<file path="config.mk">
export PLATFORM = sky130hd
export DESIGN_NAME = cam_pixel_packer
export DESIGN_NICKNAME = d
export VERILOG_FILES = /design/src/rtl/cam_pixel_packer.sv
export SDC_FILE = /design/constraint.sdc
export NUM_CORES = 1
export LEC_CHECK = 0
export CORE_ASPECT_RATIO = 1.1
export CORE_MARGIN = 2
export CORE_UTILIZATION = 40
export DETAILED_ROUTE_END_ITERATION = 7
export SLEW_MARGIN = 10
export SYNTH_ARGS = -nofsm -noshare
export SYNTH_HDL_FRONTEND = slang
export SYNTH_SLANG_ARGS = --single-unit
</file>
<file path="constraint.sdc">
create_clock -name clk -period 7.4 [get_ports clk]
set_input_delay 0.74 -clock clk [delete_from_list [all_inputs] [get_ports clk]]
set_output_delay 0.74 -clock clk [all_outputs]
set_load 0.01 [all_outputs]
</file>
<file path="src/rtl/cam_pixel_packer.sv">
// Captures one camera frame (two bytes per RGB565 pixel) and writes it to a frame RAM as RGB332.
// All camera inputs are oversampled in the clk domain; pclk is treated as data, never as a clock.
module cam_pixel_packer #(
  parameter int H_PIXELS = 160,
  parameter int V_LINES  = 120,
  parameter int ADDR_W   = 15
) (
  input  logic              clk,
  input  logic              rst,
  input  logic              start,
  input  logic              vsync,
  input  logic              href,
  input  logic              pclk,
  input  logic [7:0]        d,
  output logic              px_we,
  output logic [ADDR_W-1:0] px_addr,
  output logic [7:0]        px_data,
  output logic              busy,
  output logic              done,
  output logic              err
);

  localparam int COL_W = $clog2(H_PIXELS + 1);
  localparam int LINE_W = $clog2(V_LINES + 1);
  localparam logic [COL_W-1:0]  COL_END  = COL_W'(H_PIXELS);
  localparam logic [LINE_W-1:0] LINE_END = LINE_W'(V_LINES);
  localparam logic [LINE_W-1:0] LINE_LAST = LINE_W'(V_LINES - 1);
  localparam logic [ADDR_W-1:0] LINE_STEP = ADDR_W'(H_PIXELS);

  typedef enum logic [2:0] {
    S_IDLE, S_WAIT_VS, S_WAIT_FRAME, S_CAPTURE, S_FINISH
  } state_e;

  state_e state_q, state_d;

  logic       vsync_s1_q, vsync_s2_q, vsync_p_q;
  logic       href_s1_q, href_s2_q, href_p_q;
  logic       pclk_s1_q, pclk_s2_q, pclk_p_q;
  logic [7:0] d_s1_q, d_s2_q;

  logic              phase_q, phase_d;
  logic [5:0]        b1_q, b1_d;
  logic [COL_W-1:0]  col_q, col_d;
  logic [LINE_W-1:0] line_q, line_d;
  logic [ADDR_W-1:0] base_q, base_d;
  logic [ADDR_W-1:0] addr_q, addr_d;
  logic              has_px_q, has_px_d;
  logic              err_q, err_d;
  logic              px_we_q, px_we_d;
  logic [ADDR_W-1:0] px_addr_q, px_addr_d;
  logic [7:0]        px_data_q, px_data_d;

  logic start_ok, vsync_rise, vsync_fall, href_fall, byte_evt;

  // d runs through the same two stages as pclk so a pclk edge event sees the byte it qualified.
  always_ff @(posedge clk or posedge rst) begin
    if (rst) begin
      vsync_s1_q <= 1'b0; vsync_s2_q <= 1'b0; vsync_p_q <= 1'b0;
      href_s1_q  <= 1'b0; href_s2_q  <= 1'b0; href_p_q  <= 1'b0;
      pclk_s1_q  <= 1'b0; pclk_s2_q  <= 1'b0; pclk_p_q  <= 1'b0;
      d_s1_q     <= '0;   d_s2_q     <= '0;
    end else begin
      // NOTE: non-blocking assignments keep every stage sampling the previous stage's old value.
      vsync_s1_q <= vsync;     vsync_s2_q <= vsync_s1_q; vsync_p_q <= vsync_s2_q;
      href_s1_q  <= href;      href_s2_q  <= href_s1_q;  href_p_q  <= href_s2_q;
      pclk_s1_q  <= pclk;      pclk_s2_q  <= pclk_s1_q;  pclk_p_q  <= pclk_s2_q;
      d_s1_q     <= d;         d_s2_q     <= d_s1_q;
    end
  end

  assign start_ok   = (state_q == S_IDLE) && start;
  assign vsync_rise = vsync_s2_q && !vsync_p_q;
  assign vsync_fall = !vsync_s2_q && vsync_p_q;
  assign href_fall  = !href_s2_q && href_p_q;
  assign byte_evt   = pclk_s2_q && !pclk_p_q && href_s2_q;

  always_ff @(posedge clk or posedge rst) begin
    if (rst) state_q <= S_IDLE;
    else     state_q <= state_d;
  end

  always_comb begin
    // NOTE: default assignment first so no path through the case leaves state_d unassigned (no latch).
    state_d = state_q;
    case (state_q)
      S_IDLE:       if (start)      state_d = S_WAIT_VS;
      S_WAIT_VS:    if (vsync_s2_q) state_d = S_WAIT_FRAME;
      S_WAIT_FRAME: if (vsync_fall) state_d = S_CAPTURE;
      S_CAPTURE:    if (vsync_rise) state_d = S_FINISH;
      S_FINISH:                     state_d = S_IDLE;
      default:                      state_d = S_IDLE;
    endcase
  end

  always_comb begin
    busy = (state_q == S_WAIT_VS) || (state_q == S_WAIT_FRAME) || (state_q == S_CAPTURE);
    done = (state_q == S_FINISH);
  end

  // Address tracks line_base + column incrementally; base only advances on lines that produced pixels.
  always_comb begin
    phase_d   = phase_q;
    b1_d      = b1_q;
    col_d     = col_q;
    line_d    = line_q;
    base_d    = base_q;
    addr_d    = addr_q;
    has_px_d  = has_px_q;
    err_d     = err_q;
    px_we_d   = 1'b0;
    px_addr_d = px_addr_q;
    px_data_d = px_data_q;
    if (start_ok) begin
      phase_d  = 1'b0;
      col_d    = '0;
      line_d   = '0;
      base_d   = '0;
      addr_d   = '0;
      has_px_d = 1'b0;
      err_d    = 1'b0;
    end else if (state_q == S_CAPTURE) begin
      if (href_fall) begin
        if (phase_q) err_d = 1'b1;
        phase_d  = 1'b0;
        col_d    = '0;
        has_px_d = 1'b0;
        if (has_px_q && (line_q < LINE_END)) begin
          line_d = line_q + 1'b1;
          if (line_q < LINE_LAST) base_d = base_q + LINE_STEP;
        end
        addr_d = base_d;
      end else if (byte_evt) begin
        if (!phase_q) begin
          b1_d    = {d_s2_q[7:5], d_s2_q[2:0]};
          phase_d = 1'b1;
        end else begin
          phase_d  = 1'b0;
          has_px_d = 1'b1;
          if ((col_q < COL_END) && (line_q < LINE_END)) begin
            px_we_d   = 1'b1;
            px_addr_d = addr_q;
            px_data_d = {b1_q, d_s2_q[4:3]};
            col_d     = col_q + 1'b1;
            addr_d    = addr_q + 1'b1;
          end else begin
            err_d = 1'b1;
          end
        end
      end
      if (vsync_rise && (line_d != LINE_END)) err_d = 1'b1;
    end
  end

  always_ff @(posedge clk or posedge rst) begin
    if (rst) begin
      phase_q   <= 1'b0;
      b1_q      <= '0;
      col_q     <= '0;
      line_q    <= '0;
      base_q    <= '0;
      addr_q    <= '0;
      has_px_q  <= 1'b0;
      err_q     <= 1'b0;
      px_we_q   <= 1'b0;
      px_addr_q <= '0;
      px_data_q <= '0;
    end else begin
      phase_q   <= phase_d;
      b1_q      <= b1_d;
      col_q     <= col_d;
      line_q    <= line_d;
      base_q    <= base_d;
      addr_q    <= addr_d;
      has_px_q  <= has_px_d;
      err_q     <= err_d;
      px_we_q   <= px_we_d;
      px_addr_q <= px_addr_d;
      px_data_q <= px_data_d;
    end
  end

  assign px_we   = px_we_q;
  assign px_addr = px_addr_q;
  assign px_data = px_data_q;
  assign err     = err_q;

endmodule

</file>
Word level (Yosys, flattened, before mapping)
Index checks and enable logic that the tools add are counted.
{"block": "totals", "regBits": 106, "out_inout_bits": 27, "wordCells": 126}
{"block": "classes", "n_addsub": 4, "n_lt_le_gt_ge": 3, "n_eq_ne": 12, "muxes": 51, "bitwise": 3, "n_reduce_logical": 30}
{"cell": "$mux W15", "count": 11}
{"cell": "$mux W8", "count": 6}
{"cell": "$mux W7", "count": 6}
{"cell": "$mux W1", "count": 23}
{"cell": "$add A15 B1 Y15 const B", "count": 1}
{"cell": "$add A15 B8 Y15 const B", "count": 1}
{"cell": "$lt A7 B7 Y1 const B", "count": 2}
{"cell": "$mux W3", "count": 4}
{"cell": "$ne A4 B3 Y1 const B", "count": 3}
{"cell": "$pmux W3 S4", "count": 1}
{"cell": "$reduce_and A5 Y1", "count": 2}
{"cell": "$logic_and A1 B1 Y1", "count": 9}
{"cell": "$reduce_bool A3 Y1", "count": 3}
{"cell": "$add A8 B1 Y8 const B", "count": 1}
{"cell": "$lt A8 B8 Y1 const B", "count": 1}
{"cell": "$ne A2 B2 Y1 const B", "count": 4}
{"cell": "$reduce_and A4 Y1", "count": 2}
{"cell": "$add A7 B1 Y7 const B", "count": 1}
{"cell": "$ne A7 B7 Y1 const B", "count": 1}
{"cell": "$eq A3 B2 Y1 const B", "count": 2}
{"cell": "$reduce_and A6 Y1", "count": 1}
{"cell": "$logic_not A1 Y1", "count": 4}
{"cell": "$reduce_and A2 Y1", "count": 2}
{"cell": "$reduce_bool A2 Y1", "count": 2}
{"cell": "other kinds (7)", "count": 10}

Logic depth before layout (Yosys ltp)
{"block": "depth", "ltp_word": 11, "mapped_depth": 10}

Worst setup path before layout
Ideal clock, no wire load.
{"block": "synth_path", "path_type": "input port to flip-flop", "startpoint": "input start", "endpoint": "register line_q[1]", "setup_ns": 0.121, "arrival_ns": 1.718, "setup_slack_ns": 5.561, "stages": 4, "path_buffers": 0, "path_cell_list": "nor4b_2 nor2_1 a21o_1 a22o_1"}
{"block": "synth_between", "elab_chain_len": 2, "elab_cells_between_ends": 3, "cone_classes": "mux: 1; reduce/logical: 2"}
{"item": "start, declared", "line": "10", "source": "input logic start,"}
{"item": "$logic_and A1 B1 Y1 (*)", "line": "71", "source": "assign start_ok = (state_q == S_IDLE) && start;"}
{"item": "$mux W7 or $reduce_bool A2 Y1 (tied branches)"}
{"item": "end signal, assigned", "line": "171", "source": "line_q <= line_d;"}
{"item": "end, declared", "line": "44", "source": "logic [LINE_W-1:0] line_q, line_d;"}
Mark *: on every way between the ends. The rest lies on a longest branch, timed or not.
A chain may end at the register's enable or synchronous reset.

Worst setup path in the final report
{"block": "layout_path", "startpoint": "register state_q[2]", "endpoint": "register addr_q[13]"}
{"block": "layout_between", "elab_chain_len": 4, "elab_cells_between_ends": 9, "cone_classes": "eq/ne: 1; mux: 1; reduce/logical: 7"}
{"item": "start, declared", "line": "34", "source": "state_e state_q, state_d;"}
{"item": "start signal, assigned", "line": "79", "source": "else state_q <= state_d;"}
{"item": "$logic_not A3 Y1", "line": "71"}
{"item": "$logic_and A1 B1 Y1", "line": "71"}
{"item": "$reduce_bool A3 Y1 (no line) or $reduce_bool A2 Y1 (tied branches)"}
{"item": "$reduce_and A4 Y1 (no line)"}
{"item": "end signal, assigned", "line": "173", "source": "addr_q <= addr_d;"}
{"item": "end, declared", "line": "46", "source": "logic [ADDR_W-1:0] addr_q, addr_d;"}
Parallel ways exist; a longest one is shown, timed or not.

==> out/qor.csv <==
metric;value;unit
dp_hpwl;6.22;mm
vias;3353;
place_congestion;0.794;
leakagePower;2.33;nW
clk_pin_slew;0.07;ns
critPathKind;flop to flop;
antenna_found_initial;0;
yosys-top-cells-area;dfrtp_1, nand2_1, o21ai_0;
avgSynthCellArea;9.82;um^2
setup_viol;0;
grt_start_max_net_pins;53;
maxCapViolations;0;
holdCritStartpoint;d_s1_q[0];
fmax;289;MHz
clkSinkCount;101;
synthArstFlopShare;1.00;
clk_latency;0.34;ns
yosys_warnings;0;
synth_cell_types;56;
hold_viol;0;
antenna_left;0;
synthesis.nets;476;
drc_errors;0;
grt_usage;0.164;
post-cts-setup-buffer-count;0;
ir_worst_vdd;0.117;mV
wirelength;9.21;mm
coreArea;0.0110;mm^2
cts.hold.buffers_added;0;
powerDensity;307;mW/mm^2
place_area;0.00499;mm^2
rr_worst_depth;7;
rsz0062_at_grt;no;
slew_viol_final;0;
diodes;0;
cts_tree;built;
synthCells;458;
cts_made_buffers;9;
synth-seq-area-share;0.562;
cp-end-kind;flop;
drt_iter0_markers;173;
period_minus_slack;3.46;ns
tns;0;ns
worst_pin_slew;0.917;ns
start_kind;flop;
synth_top_area_frac;0.562;
area_delta_synth_final;17.2;%
synthTopCellsByCount;nand2_1, dfrtp_1, o21ai_0;
period_share;0.468;
yosysMostFrequentCell;nand2_1;
whs_endpoint;d_s2_q[0];
startpoint;state_q[2];
cts_resized;0;
grt_pass1_wl;15.6;mm
status;finished, final reports clean;
reg2reg_from;state_q[2];
yosys.area.top_type;dfrtp_1;
vias_per_cell;5.21;
hold_depth;0;
grt_overflow_total;0;
drt_first_pass_iters;4;
rows;40;
die_h;115;um
grt_pass1_vias;3163;
synth_area;0.00450;mm^2
hp-class;flop to flop;
fill_cells;1011;
ctsLongestPathBuffers;2;
relSlewSlack;0.388;
htree_levels;3;
dieArea;0.0121;mm^2
reg2reg_to;addr_q[13];
ys_seq_elements;101;
avgRoutedWirePerCell;14.3;um
die_w;105;um
r2r_slack;3.94;ns
ios;41;
start_util;0.410;
finClkSkew;0.00438;ns
synth-edff-count;0;
layout.nets;510;
required;7.59;ns
p_total;1.62;mW
io_buffers;40;
cp.arrival;3.65;ns
root_buffer;clkbuf_16;
critical_path_peak_fanout;39;
synthFlopType;dfrtp_1;
drive_gt1_frac;0.0744;
finish.instance_area;0.00527;mm^2
[sequential cells by signal (all words and copies together), names as in the netlist, 3 cells and up]
name     count
addr_q      15
px_addr     15
base_q      10
col_q        8
d_s1_q       8
d_s2_q       8
px_data      8
line_q       7
b1_q         6
state_q      3
[layer usage]
metal / track usage / vias up / part of all wire
li1: - / 1650 / -
met1: 0.216 / 1611 / 0.47
met2: 0.268 / 77 / 0.48
met3: 0.0244 / 15 / 0.030
met4: 0.0782 / 0 / 0.022
met5: 0 / - / 0
[worst max-delay path, stage by stage (launching register included)]
cell and delay (ns):
dfrtp_1 0.47, and3b_1 0.43, and4_4 0.30, nand3_2 0.62, inv_2 0.81, nor2_2 0.28
o21ai_0 0.25, o221ai_1 0.13
[how the worst max path moves through the flow]
stage                 end  slack [ns]  cells past startpoint
4_1_cts        addr_q[13]        3.93                      7
3_5_place_dp   addr_q[13]        3.95                      7
2_1_floorplan   addr_q[0]        4.01                      1
5_1_grt        addr_q[10]        3.63                      7
3_3_place_gp   addr_q[13]        4.04                      7
6_report       addr_q[13]        3.94                      7
[report_power, final]
| group | switching (mW) | total [mW] | leakage [nW] | internal (mW) |
|---|---|---|---|---|
| logic | 0.216 | 0.407 | 0.868 | 0.191 |
| registers | 0.0977 | 0.757 | 1.32 | 0.659 |
| clock network | 0.211 | 0.452 | 0.133 | 0.241 |
[kinds of logic after synthesis]
group           Yosys count  share of synthesized area
compound gates           95                      0.130
simple gates            207                      0.211
flops                   101                      0.562
fa+ha+maj                 5                     0.0134
buf+inv                  25                     0.0312
xor+xnor                 17                     0.0331
mux                       8                     0.0195
[layout make-up]
class	count	area [um^2]	share of cell area
clock buffers	11	243	0.0461
clock inverters	5	41.3	0.00783
inverters	5	21.3	0.00404
multi-input cells	332	1830	0.347
flip-flops and latches	101	2530	0.480
well taps	147	184	0.0349
repair buffers	43	423	0.0802
[per-stage QoR]
step	hold slack, ns	worst slack [ns]	cells	util
2_1_floorplan	0.331	4.01	458	-
3_3_place_gp	0.335	4.04	628	0.455
3_5_place_dp	0.335	3.95	628	0.455
4_1_cts	0.351	3.93	644	0.481
5_1_grt	0.365	3.63	644	0.481
6_report	0.348	3.94	644	0.481
[placed cells by master (no fill, tap or decap), types with 2 or more instances in the layout]
cell and instances:
a21o_1 3, a211oi_1 2, a31oi_1 3, nand3_1 19, clkbuf_16 9, clkinvlp_4 2
inv_6 3, and2_1 2, ha_1 4, o221ai_1 2, nand3b_1 2, o211ai_1 2
a22o_1 3, inv_1 3, nor3_2 3, nand4_1 4, nand2_1 112, dfrtp_1 101
and3_1 6, clkdlybuf4s50_1 40, nor2b_1 2, a21oi_1 16, o21ai_1 4, buf_4 3
mux2i_1 2, xnor2_1 8, nor2_1 37, mux2_2 6, nor3_1 4, o21ai_0 43
nand2b_1 2, xor2_1 9, nor4_1 3, o31ai_1 7
(Power assumes the default switching activity.)
